[src/rtl/zxdma_ctrl.sv]
`default_nettype none
// ============================================================================
// Module      : zxdma_ctrl
// Description : ZX-bus DMA bridge for the NGS. It turns the asynchronous ZX
//               read/write strobes into single memory requests at an
//               auto-incrementing byte address. ZX /WAIT is held while the
//               controller is idle or busy fetching data.
// Revision    : 1.0 - initial release
// ============================================================================
// ADDR_W must be in 17..23: the top address byte is loaded from din[ADDR_W-17:0].
module zxdma_ctrl #(
  parameter int ADDR_W = 21
) (
  input  logic              cpu_clock,
  input  logic              rst_n,
  input  logic              dma_on,
  input  logic              dmaread,
  input  logic              dmawrite,
  input  logic [7:0]        dma_data_written,
  output logic [7:0]        dma_data_toberead,
  output logic              wait_ena,
  input  logic [7:0]        din,
  input  logic [2:0]        addr_wr,
  output logic [ADDR_W-1:0] dma_addr,
  output logic              dma_req,
  output logic              dma_rnw,
  output logic [7:0]        dma_wd,
  input  logic              dma_ack,
  input  logic [7:0]        dma_rd
);

  localparam int HI_W = ADDR_W - 16;

  typedef enum logic [2:0] {
    IDLE   = 3'd0,
    RD_REQ = 3'd1,
    RD_REL = 3'd2,
    WR_REL = 3'd3,
    WR_REQ = 3'd4
  } state_t;

  state_t              state_q, state_d;
  logic [1:0]          rd_sync_q, wr_sync_q;
  logic                rs, ws;
  logic [ADDR_W-1:0]   addr_q, addr_d;
  logic [7:0]          rdata_q, rdata_d;
  logic [7:0]          wd_q, wd_d;
  logic                wait_q, wait_d;
  logic                req_q, req_d;
  logic                rnw_q, rnw_d;
  logic                addr_inc;
  logic                din_hi_unused;

  assign rs = rd_sync_q[1];
  assign ws = wr_sync_q[1];

  // Upper din bits beyond the top address byte have no destination.
  assign din_hi_unused = ^din[7:HI_W];

  // Two-flop synchronisers for the ZX strobes, then all controller state.
  always_ff @(posedge cpu_clock or negedge rst_n) begin
    if (!rst_n) begin
      rd_sync_q <= 2'b00;
      wr_sync_q <= 2'b00;
      state_q   <= IDLE;
      addr_q    <= '0;
      rdata_q   <= 8'h00;
      wd_q      <= 8'h00;
      wait_q    <= 1'b0;
      req_q     <= 1'b0;
      rnw_q     <= 1'b1;
    end else begin
      rd_sync_q <= {rd_sync_q[0], dmaread};
      wr_sync_q <= {wr_sync_q[0], dmawrite};
      state_q   <= state_d;
      addr_q    <= addr_d;
      rdata_q   <= rdata_d;
      wd_q      <= wd_d;
      wait_q    <= wait_d;
      req_q     <= req_d;
      rnw_q     <= rnw_d;
    end
  end

  // Next state, captured data, address update and next registered outputs.
  always_comb begin
    state_d  = state_q;
    rdata_d  = rdata_q;
    wd_d     = wd_q;
    addr_inc = 1'b0;

    case (state_q)
      IDLE: begin
        if (dma_on && rs) begin
          state_d = RD_REQ;
        end else if (dma_on && ws) begin
          state_d = WR_REL;
        end
      end
      RD_REQ: begin
        // An access in flight always completes; dma_on only picks where we go.
        if (dma_ack) begin
          rdata_d  = dma_rd;
          addr_inc = 1'b1;
          state_d  = dma_on ? RD_REL : IDLE;
        end
      end
      RD_REL: begin
        if (!dma_on || !rs) begin
          state_d = IDLE;
        end
      end
      WR_REL: begin
        if (!dma_on) begin
          state_d = IDLE;
        end else if (!ws) begin
          wd_d    = dma_data_written;
          state_d = WR_REQ;
        end
      end
      WR_REQ: begin
        if (dma_ack) begin
          addr_inc = 1'b1;
          state_d  = IDLE;
        end
      end
      default: state_d = IDLE;
    endcase

    // A CPU address write discards any increment falling in the same cycle.
    addr_d = addr_q;
    if (|addr_wr) begin
      if (addr_wr[0]) addr_d[7:0]        = din;
      if (addr_wr[1]) addr_d[15:8]       = din;
      if (addr_wr[2]) addr_d[ADDR_W-1:16] = din[HI_W-1:0];
    end else if (addr_inc) begin
      addr_d = addr_q + {{(ADDR_W-1){1'b0}}, 1'b1};
    end

    // Outputs are registered copies of what the next state implies.
    wait_d = dma_on && ((state_d == IDLE) || (state_d == RD_REQ) || (state_d == WR_REQ));
    req_d  = (state_d == RD_REQ) || (state_d == WR_REQ);
    rnw_d  = (state_d != WR_REQ);
  end

  assign dma_addr          = addr_q;
  assign dma_data_toberead = rdata_q;
  assign dma_wd            = wd_q;
  assign wait_ena          = wait_q;
  assign dma_req           = req_q;
  assign dma_rnw           = rnw_q;

endmodule
`default_nettype wire

[config.mk]
export PLATFORM = sky130hd
export DESIGN_NAME = zxdma_ctrl
export DESIGN_NICKNAME = d
export VERILOG_FILES = /design/src/rtl/zxdma_ctrl.sv
export SDC_FILE = /design/constraint.sdc
export NUM_CORES = 1
export LEC_CHECK = 0
export BUFFER_PORTS_ARGS = -buffer_cell sky130_fd_sc_hd__buf_4
export CAP_MARGIN = 20
export CORE_UTILIZATION = 38
export CTS_CLUSTER_SIZE = 25
export DETAILED_ROUTE_END_ITERATION = 6
export GPL_TIMING_DRIVEN = 0
export SLEW_MARGIN = 0
export SYNTH_ARGS = -nofsm -noshare
export SYNTH_HDL_FRONTEND = slang
export SYNTH_SLANG_ARGS = --single-unit
[constraint.sdc]
create_clock -name cpu_clock -period 1.9 [get_ports cpu_clock]
set_input_delay 0.095 -clock cpu_clock [delete_from_list [all_inputs] [get_ports cpu_clock]]
set_output_delay 0.095 -clock cpu_clock [all_outputs]
set_load 0.01 [all_outputs]
==> flow_metrics.env, run 1 <==
export IMPL_holdCritPathClass="in -> reg"
export IMPL_min_from="dma_rd[1]"
export IMPL_yosys_area_top_type="dfrtp_1"
export IMPL_area_sequential_um2=1180
export IMPL_cts_max_path_buffers=2
export IMPL_grt_ovfl_total=0
export IMPL_drive_above_1_share_pct=38.6
export IMPL_hold_depth=2
export IMPL_r2r_cells=3
export IMPL_tightest_slew_ps=701
export IMPL_p_sw_share_pct=32.7
export IMPL_synth_fp_nets=258
export IMPL_met1_usage_pct=25.7
export IMPL_pwr_share_comb_pct=35.4
export IMPL_start_util_pct=39.9
export IMPL_syn_cell_area_um2=2400
export IMPL_netlist_instances=224
export IMPL_cp_max_fo=9
export IMPL_grt_util_met3_pct=5.22
export IMPL_reg2reg_from="state_q[2]$_DFF_PN0_"
export IMPL_globalplace_congestion=0.819
export IMPL_synth_warnings=0
export IMPL_antenna_cells=0
export IMPL_nFillCells=574
export IMPL_run_status="completed"
export IMPL_yosysMostFrequentCell="dfrtp_1"
export IMPL_post_cts_buffers=0
export IMPL_dp_cells=370
export IMPL_grt_pass1_vias=2094
export IMPL_rsz0062_at_grt="no"
export IMPL_final_hold_viol_count=0
export IMPL_drv_cap=0
export IMPL_min_period_over_period_pct=91.0
export IMPL_slowest_stage="nor3_2"
export IMPL_end_kind="flip-flop"
export IMPL_drtPass1Iterations=4
export IMPL_fin_nets=339
export IMPL_synth_top_cell_area_share_pct=47.9
export IMPL_grt_start_max_net_pins=48
export IMPL_drt_initial_drc_count=176
export IMPL_setup_viol=0
export IMPL_cts_buffers=5
export IMPL_grt_pass1_wl_mm=9.95
export IMPL_syn_to_final_growth_pct=31.6
export IMPL_synth_commonest_cells="dfrtp_1 (46), nor2_1 (18), mux2_2 (16)"
export IMPL_rows=28
export IMPL_async_reset_ff_share_pct=100
export IMPL_synth_edff_count=0
export IMPL_ios=73
export IMPL_cts_sinks=47
export IMPL_die_x_um=81.6
export IMPL_fmax_mhz=579
export IMPL_root_buffer="clkbuf_8"
export IMPL_cp_start_kind="flip-flop"
export IMPL_critPathRequiredTime_ps=2090
export IMPL_drv_slew=0
export IMPL_crit_arrival_ps=1920
export IMPL_final_instance_count_excl_fill=381
export IMPL_crit_start="state_q[2]$_DFF_PN0_"
export IMPL_use_met2_pct=31.8
export IMPL_intPower_w=0.00212
export IMPL_ant_nets=0
export IMPL_grt_total_usage_pct=19.9
export IMPL_cp_cell_sequence="nand2b_1 -> nor3_2 -> mux2_2"
export IMPL_crit_path_max_incr_delay_ps=550
export IMPL_die_area_um2=6650
export IMPL_dieHeight_um=81.6
export IMPL_synth_flop_cell="dfrtp_1"
export IMPL_timing_hold_ws_ps=19.0
export IMPL_seqPwrFrac_pct=44.9
export IMPL_num_vias=2133
export IMPL_clk_latency_ps=300
export IMPL_synth_seq_cells=47
export IMPL_tns_ps=0
export IMPL_finalPower_w=0.00315
export IMPL_vdd_drop_max_mv=0.661
export IMPL_ys_seq_area_share_pct=49.0
export IMPL_io_buffers=71
export IMPL_htree_levels=2
export IMPL_routedWlPerCell_um=15.9
export IMPL_synth_cell_types=49
export IMPL_core_area_um2=6030
export IMPL_p_per_area_nw_per_um2=995
export IMPL_power_switching_w=0.00103
export IMPL_drt_wl_total_mm=6.05
export IMPL_drc=0
export IMPL_relSlewSlack_pct=53.0
export IMPL_clkPwrFrac_pct=19.7
export IMPL_clkSlewWorstSetupHoldPaths_ps=90
export IMPL_antenna_found_initial=0
export IMPL_busiest_layer="met2"
export IMPL_worst_clock_skew_ps=6.12
export IMPL_syn_avg_cell_area_um2=10.7
export IMPL_finalCriticalPeriod_ps=1730
export IMPL_multi_input_area_um2=1150
export IMPL_critPathKind="reg -> reg"
export IMPL_dpl_hpwl_mm=4.32
export IMPL_ys_top_cells_by_area="dfrtp_1 (48%), mux2_2 (7.5%), o22a_1 (4.4%)"
export IMPL_power_leakage_nw=1.41
export IMPL_cts_tree="built"
export IMPL_via_per_inst=5.60
-- cell families after synthesis --
logic type               Yosys count  share of synthesized area (%)
AND/OR/NAND/NOR                   80                           19.5
AO/OA/AOI/OAI                     61                           18.6
flip-flops                        47                           49.0
multiplexers                      18                           8.32
buffers and inverters             16                           3.49
XOR/XNOR                           1                          0.677
adder cells (fa/ha/maj)            1                          0.520
-- power by group through the flow --
stage                     sequential (W)  combinational (W)  clock, W
after CTS                        0.00142            0.00112  0.000646
after global placement           0.00143            0.00111         0
after floorplan                  0.00152           0.000478         0
after detailed placement         0.00143            0.00112         0
final                            0.00141            0.00111  0.000620
after global routing             0.00145            0.00121  0.000681
-- path summary, 6_finish.rpt --
| check | to | slack (ps) |
|---|---|---|
| worst max register to register | dma_wd[6]$_DFFE_PN0P_ | 170 |
| worst min-delay path | dma_data_toberead[1]$_DFFE_PN0P_ | 20 |
| max in group asynchronous | dma_addr[1]$_DFFE_PN0P_ | 1170 |
| worst max-delay path | dma_wd[6]$_DFFE_PN0P_ | 170 |
| worst min register to register | wr_sync_q[1]$_DFF_PN0_ | 350 |
| min in group asynchronous | dma_addr[5]$_DFFE_PN0P_ | 320 |
-- worst max-delay path: cells and delay by family (launching register included) --
family	cells	cell delay (ps)
mux	1	400
flops	1	460
simple gates	2	760
-- layout make-up --
type	count	share of cell area, %
timing repair buffer	75	18.1
clock inverter	2	0.514
inverter	4	0.474
sequential	47	37.2
clock buffer	6	2.29
tap	75	2.97
buffer	11	2.06
multi-input combinational	161	36.4
-- state kept, by name, indices dropped and copies added (netlist names) --
| name | flops |
|---|---|
| dma_addr | 21 |
| dma_data_toberead | 8 |
| dma_wd | 8 |
| state_q | 3 |
| rd_sync_q | 2 |
| wr_sync_q | 2 |
| dma_req | 1 |
| dma_rnw | 1 |
| wait_ena | 1 |
-- placed cells by master (no fill, tap or decap), types with 4 or more instances in the layout --
cell	Yosys	layout
buf_2	6	6
dlygate4sd3_1	0	4
a21oi_1	12	12
dfrtp_1	46	46
o31a_1	4	4
and3_1	7	6
nand2_1	10	10
a31oi_1	10	9
o22a_1	12	12
mux2_2	16	16
nand3_1	11	11
nor4_1	5	5
and2_1	5	5
o21ai_0	5	5
nor2_1	18	18
inv_1	4	4
buf_4	2	73
clkbuf_8	0	5
and4_1	4	4
-- stage by stage --
step	util (%)	area, um^2	worst slack, ps
2_1_floorplan	-	2400	263
3_3_place_gp	50.3	3030	32.3
3_5_place_dp	50.3	3030	73.5
4_1_cts	52.3	3150	58.4
5_1_grt	52.5	3160	16.5
6_report	52.5	3160	172
-- routing by layer --
metal,part of all wire [%],wire (um)
met1,45,2720
met2,46,2800
met3,6.1,366
met4,2.6,157
met5,0,0
-- timing repair --
item                                   in CTS  in global routing
hold buffers                                3                  1
endpoints found under the hold margin      48                  1
gates resized for setup                     0                  2
setup endpoints to repair                   0                  9
Note: power is estimated with default switching activity, not from simulation.
==> run 2: changes to the inputs <==
Settings changed: REMOVE_ABC_BUFFERS from default to 1.
==> run 2 against run 1 <==
  * Count of clock-buffer cells in the layout stayed put
  * Global-route usage is 1.9 points lower
  * Worst setup slack worse by 46 ps
  * Via count is 2.7% lower
  * Clock power is 19% higher
  * Worst hold slack better by 4.7 ps
  * Power is 2.8% higher
  * Cell count is 2.6% lower
  * First-iteration DRC count is 24% lower
  * Utilization is 0.73 points lower
  * Die area stayed put
  * Critical path type unchanged
  * Critical endpoint unchanged
  * Largest cell class unchanged
==> flow_metrics.env, run 2 (same netlist as run 1, synthesis figures left out) <==
export IMPL_num_vias=2076
export IMPL_wl_met2_mm=2.74
export IMPL_min_period_over_period_pct=93.4
export IMPL_die_area_um2=6650
export IMPL_final_hold_viol_count=0
export IMPL_fmax_mhz=564
export IMPL_drv_cap=0
export IMPL_crit_path_max_incr_delay_ps=580
export IMPL_layout_commonest_cell="buf_4"
export IMPL_power_switching_w=0.00101
export IMPL_grt_pass1_wl_mm=9.09
export IMPL_topRoutingLayerUsed="met4"
export IMPL_cp_cell_sequence="nand2b_1 -> nor3_2 -> mux2_2"
export IMPL_htree_levels=2
export IMPL_vdd_drop_max_mv=0.499
export IMPL_clkPwrFrac_pct=22.8
export IMPL_pwr_share_comb_pct=32.7
export IMPL_power_leakage_nw=1.37
export IMPL_ios=73
export IMPL_grt_start_max_net_pins=48
export IMPL_crit_arrival_ps=1960
export IMPL_drtPass1Iterations=4
export IMPL_worst_clock_skew_ps=6.73
export IMPL_cp_top_family="simple AND/OR/NAND/NOR gates"
export IMPL_die_x_um=81.6
export IMPL_root_buffer="clkbuf_8"
export IMPL_start_util_pct=39.9
export IMPL_setup_viol=0
export IMPL_placed_area_um2=2980
export IMPL_fin_nets=329
export IMPL_end_kind="flip-flop"
export IMPL_grt_ovfl_total=0
export IMPL_core_area_um2=6030
export IMPL_fin_area_um2=3120
export IMPL_cts_tree="built"
export IMPL_antenna_cells=0
export IMPL_rows=28
export IMPL_largest_reg_flops=21
export IMPL_clkSlewWorstSetupHoldPaths_ps=90
export IMPL_grt_pass1_vias=1934
export IMPL_grt_total_usage_pct=18.0
export IMPL_critPathRequiredTime_ps=2090
export IMPL_critPathKind="reg -> reg"
export IMPL_run_status="completed"
export IMPL_p_sw_share_pct=31.3
export IMPL_cp_start_kind="flip-flop"
export IMPL_dp_slack_ps=-91.8
export IMPL_drc=0
export IMPL_seqPwrFrac_pct=44.4
export IMPL_timing_hold_ws_ps=23.7
export IMPL_worst_path_buf_inv=0
export IMPL_cts_max_path_buffers=2
export IMPL_ant_nets=0
export IMPL_tightest_slew_ps=986
export IMPL_intPower_w=0.00222
export IMPL_cts_sinks=47
export IMPL_globalplace_congestion=0.816
export IMPL_drt_initial_drc_count=133
export IMPL_dpl_hpwl_mm=4.14
export IMPL_relSlewSlack_pct=34.1
export IMPL_antenna_found_initial=0
export IMPL_drv_slew=0
export IMPL_slowest_stage="nor3_2"
export IMPL_io_buffers=72
export IMPL_drt_met1_wl_mm=2.52
export IMPL_via_per_inst=5.60
export IMPL_cts_buffers=5
export IMPL_holdCritPathClass="in -> reg"
export IMPL_finalCriticalPeriod_ps=1770
export IMPL_p_per_area_nw_per_um2=1040
export IMPL_routedWlPerCell_um=15.4
export IMPL_clk_latency_ps=300
export IMPL_drive_above_1_share_pct=37.2
export IMPL_drt_wl_total_mm=5.71
export IMPL_layout_setup_ws_ps=126
export IMPL_dieHeight_um=81.6
export IMPL_rsz0062_at_grt="no"
export IMPL_dr_wl_met3_um=410
export IMPL_mostFrequentLayoutCells="buf_4 (73), dfrtp_1 (46), nor2_1 (18), mux2_2 (16)"
export IMPL_cp_max_fo=9
export IMPL_syn_to_final_growth_pct=29.8
-- run 2: cell count changes in the layout (fill, tap and decap cells not counted), sizes merged --
cell / before / now
clkbuf: 8 / 6
dlygate4sd3: 4 / 3
buf: 80 / 73
bufinv: 0 / 1
inv: 5 / 4
-- run 2: area by class of cell --
cell class / count / area, um^2
Sequential cell: 47 / 1180
Multi-Input combinational cell: 161 / 1150
Fill cell: 581 / 2910
Tap cell: 75 / 93.8
Inverter: 4 / 15.0
Clock inverter: 2 / 37.5
Clock buffer: 6 / 72.6
Timing Repair Buffer: 76 / 578
-- run 2: power groups by stage --
stage / combinational, W / sequential, W / clock (W)
3_5_place_dp: 0.00107 / 0.00146 / 0
6_report: 0.00106 / 0.00144 / 0.000739
2_1_floorplan: 0.000423 / 0.00154 / 0
5_1_grt: 0.00115 / 0.00148 / 0.000790
4_1_cts: 0.00107 / 0.00144 / 0.000758
3_3_place_gp: 0.00105 / 0.00145 / 0
-- run 2: repair_timing --
action | 4_1_cts | 5_1_grt
hold buffers | 3 | 0
gates resized for setup | 0 | 2
endpoints found under the setup margin | 0 | 1
endpoints found under the hold margin | 48 | 0
buffers inserted | 0 | 0
-- run 2: worst paths after layout --
path	start	end	slack, ps	cells after the start
worst min register to register	rd_sync_q[0]$_DFF_PN0_	rd_sync_q[1]$_DFF_PN0_	350	0
worst max-delay path	state_q[2]$_DFF_PN0_	dma_wd[6]$_DFFE_PN0P_	130	3
max in group asynchronous	rst_n	dma_addr[10]$_DFFE_PN0P_	1150	2
worst min-delay path	dma_data_written[3]	dma_wd[3]$_DFFE_PN0P_	20	2
min in group asynchronous	rst_n	dma_addr[5]$_DFFE_PN0P_	330	2
worst max register to register	state_q[2]$_DFF_PN0_	dma_wd[6]$_DFFE_PN0P_	130	3
-- run 2: metrics by stage --
| stage | TNS (ps) | utilization [%] | power, W | instances |
|---|---|---|---|---|
| 3_3_place_gp | -2730 | 49.3 | 0.00250 | 359 |
| 5_1_grt | 0 | 51.8 | 0.00341 | 371 |
| 6_report | 0 | 51.8 | 0.00324 | 371 |
| 4_1_cts | 0 | 51.7 | 0.00327 | 371 |
| 2_1_floorplan | 0 | - | 0.00196 | 212 |
| 3_5_place_dp | -280 | 49.4 | 0.00253 | 360 |
-- run 2: per-layer routing --
| metal | global-route usage, % | vias up |
|---|---|---|
| li1 | - | 999 |
| met1 | 24.2 | 991 |
| met2 | 29.9 | 81 |
| met3 | 3.89 | 5 |
| met4 | 3.21 | 0 |
| met5 | 0 | - |
==> run 3: changes to the inputs <==
Settings changed: BUFFER_PORTS_ARGS -buffer_cell sky130_fd_sc_hd__buf_4 to default, DONT_BUFFER_PORTS from default to 1.
==> run 3 against run 2 <==
  * Count of clock-buffer cells in the layout shrank 1
  * Cell count is 13% lower
  * Global-route usage grew 0.99 points
  * Worst hold slack got worse by 12 ps
  * Worst setup slack worse by 51 ps
  * Maximum frequency down 2.8%
  * Via count fell by 8.1%
==> flow_metrics.env, run 3 (same netlist as run 1, synthesis figures left out) <==
export IMPL_worst_clock_skew_ps=3.56
export IMPL_slowest_stage="dfrtp_1"
export IMPL_clkSlewWorstSetupHoldPaths_ps=90
export IMPL_min_period_over_period_pct=96.1
export IMPL_cp_start_kind="flip-flop"
export IMPL_cts_max_path_buffers=2
export IMPL_cts_tree="built"
export IMPL_htree_levels=2
export IMPL_holdCritPathClass="in -> reg"
export IMPL_tightest_slew_ps=1010
export IMPL_mostFrequentLayoutCells="dfrtp_1 (46), dlygate4sd3_1 (26), nor2_1 (18), mux2_2 (16)"
export IMPL_cts_buffers=5
export IMPL_cp_top_family="simple AND/OR/NAND/NOR gates"
export IMPL_p_sw_share_pct=33.0
export IMPL_drt_initial_drc_count=134
export IMPL_relSlewSlack_pct=32.6
export IMPL_finalCriticalPeriod_ps=1830
export IMPL_dpl_hpwl_mm=3.93
export IMPL_drc=0
export IMPL_routedWlPerCell_um=18.1
export IMPL_power_switching_w=0.000963
export IMPL_dp_cells=288
export IMPL_drv_cap=0
export IMPL_rows=28
export IMPL_core_area_um2=6030
export IMPL_end_kind="flip-flop"
export IMPL_fmax_mhz=548
export IMPL_crit_arrival_ps=2020
export IMPL_io_buffers=0
export IMPL_antenna_found_initial=0
export IMPL_antenna_cells=0
export IMPL_rsz0062_at_grt="no"
export IMPL_grt_start_max_net_pins=48
export IMPL_clkPwrFrac_pct=25.9
export IMPL_dieHeight_um=81.6
export IMPL_drt_wl_total_mm=5.86
export IMPL_final_instance_count_excl_fill=323
export IMPL_start_util_pct=39.9
export IMPL_crit_path_max_incr_delay_ps=500
export IMPL_tns_ps=0
export IMPL_largest_reg_flops=21
export IMPL_clk_latency_ps=300
export IMPL_final_hold_viol_count=0
export IMPL_ios=73
export IMPL_grt_pass1_vias=1854
export IMPL_seqPwrFrac_pct=54.4
export IMPL_cts_sinks=47
export IMPL_layout_commonest_cell="dfrtp_1"
export IMPL_critPathRequiredTime_ps=2090
export IMPL_cp_max_fo=7
export IMPL_pwr_share_comb_pct=19.8
export IMPL_grt_ovfl_total=0
export IMPL_via_per_inst=5.90
export IMPL_root_buffer="clkbuf_8"
export IMPL_fin_nets=281
export IMPL_critPathKind="reg -> reg"
export IMPL_p_per_area_nw_per_um2=1020
export IMPL_run_status="completed"
export IMPL_final_util_pct=47.3
export IMPL_intPower_w=0.00196
export IMPL_crit_top_cell="o31a_1"
export IMPL_syn_to_final_growth_pct=18.6
export IMPL_die_area_um2=6650
export IMPL_post_cts_buffers=0
export IMPL_drv_slew=0
export IMPL_grt_total_usage_pct=19.0
export IMPL_cp_cell_sequence="and4_1 -> nand2_2 -> o31a_1 -> o31a_1"
export IMPL_vdd_drop_max_mv=0.524
export IMPL_drtPass1Iterations=4
export IMPL_rrSetupSlack_ps=70
export IMPL_worst_path_buf_inv=0
export IMPL_setup_viol=0
export IMPL_ant_nets=0
export IMPL_die_x_um=81.6
export IMPL_globalplace_congestion=0.821
export IMPL_grt_pass1_wl_mm=9.44
export IMPL_timing_hold_ws_ps=12.1
export IMPL_drive_above_1_share_pct=16.9
export IMPL_num_vias=1907
export IMPL_power_leakage_nw=1.14
## run 3: final timing paths
kind / startpoint / cells past startpoint / to
min in group asynchronous: rst_n / 2 / dma_addr[15]$_DFFE_PN0P_
hold reg to reg: rd_sync_q[0]$_DFF_PN0_ / 0 / rd_sync_q[1]$_DFF_PN0_
max in group asynchronous: rst_n / 2 / dma_rnw$_DFF_PN1_
hold / removal: din[1] / 2 / dma_addr[1]$_DFFE_PN0P_
setup reg to reg: dma_addr[2]$_DFFE_PN0P_ / 4 / dma_addr[13]$_DFFE_PN0P_
setup / recovery: dma_addr[2]$_DFFE_PN0P_ / 4 / dma_addr[13]$_DFFE_PN0P_
## run 3: layer usage
metal / vias up / GRT usage [%] / wire, um
li1: 898 / - / -
met1: 933 / 23.5 / 2460
met2: 70 / 32.6 / 2930
met3: 6 / 5.67 / 431
met4: 0 / 3.75 / 41
met5: - / 0 / 0
## run 3: power groups by stage
stage	combinational (W)	clock, W	sequential (W)
6_report	0.000577	0.000755	0.00159
5_1_grt	0.000645	0.000836	0.00163
4_1_cts	0.000576	0.000788	0.00159
3_5_place_dp	0.000501	0	0.00161
3_3_place_gp	0.000481	0	0.00160
2_1_floorplan	0.000423	0	0.00154
## run 3: repair_timing
item	CTS	global route
gates resized for setup	0	5
endpoints found under the hold margin	76	0
hold buffers	27	0
endpoints found under the setup margin	0	8
## run 3: cell type report
class | instances | area [um^2]
clock inverter | 3 | 47.5
multi-input combinational | 161 | 1150
tap | 75 | 93.8
fill | 577 | 3170
timing repair buffer | 28 | 295
sequential | 47 | 1180
inverter | 4 | 15.0
clock buffer | 5 | 68.8
## run 3: stage by stage
stage	instance area, um^2	power (W)	worst slack, ps
2_1_floorplan	2340	0.00196	97.1
3_5_place_dp	2440	0.00211	37.8
4_1_cts	2840	0.00296	75.6
6_report	2850	0.00292	74.8
5_1_grt	2850	0.00311	3.54
3_3_place_gp	2430	0.00209	-260
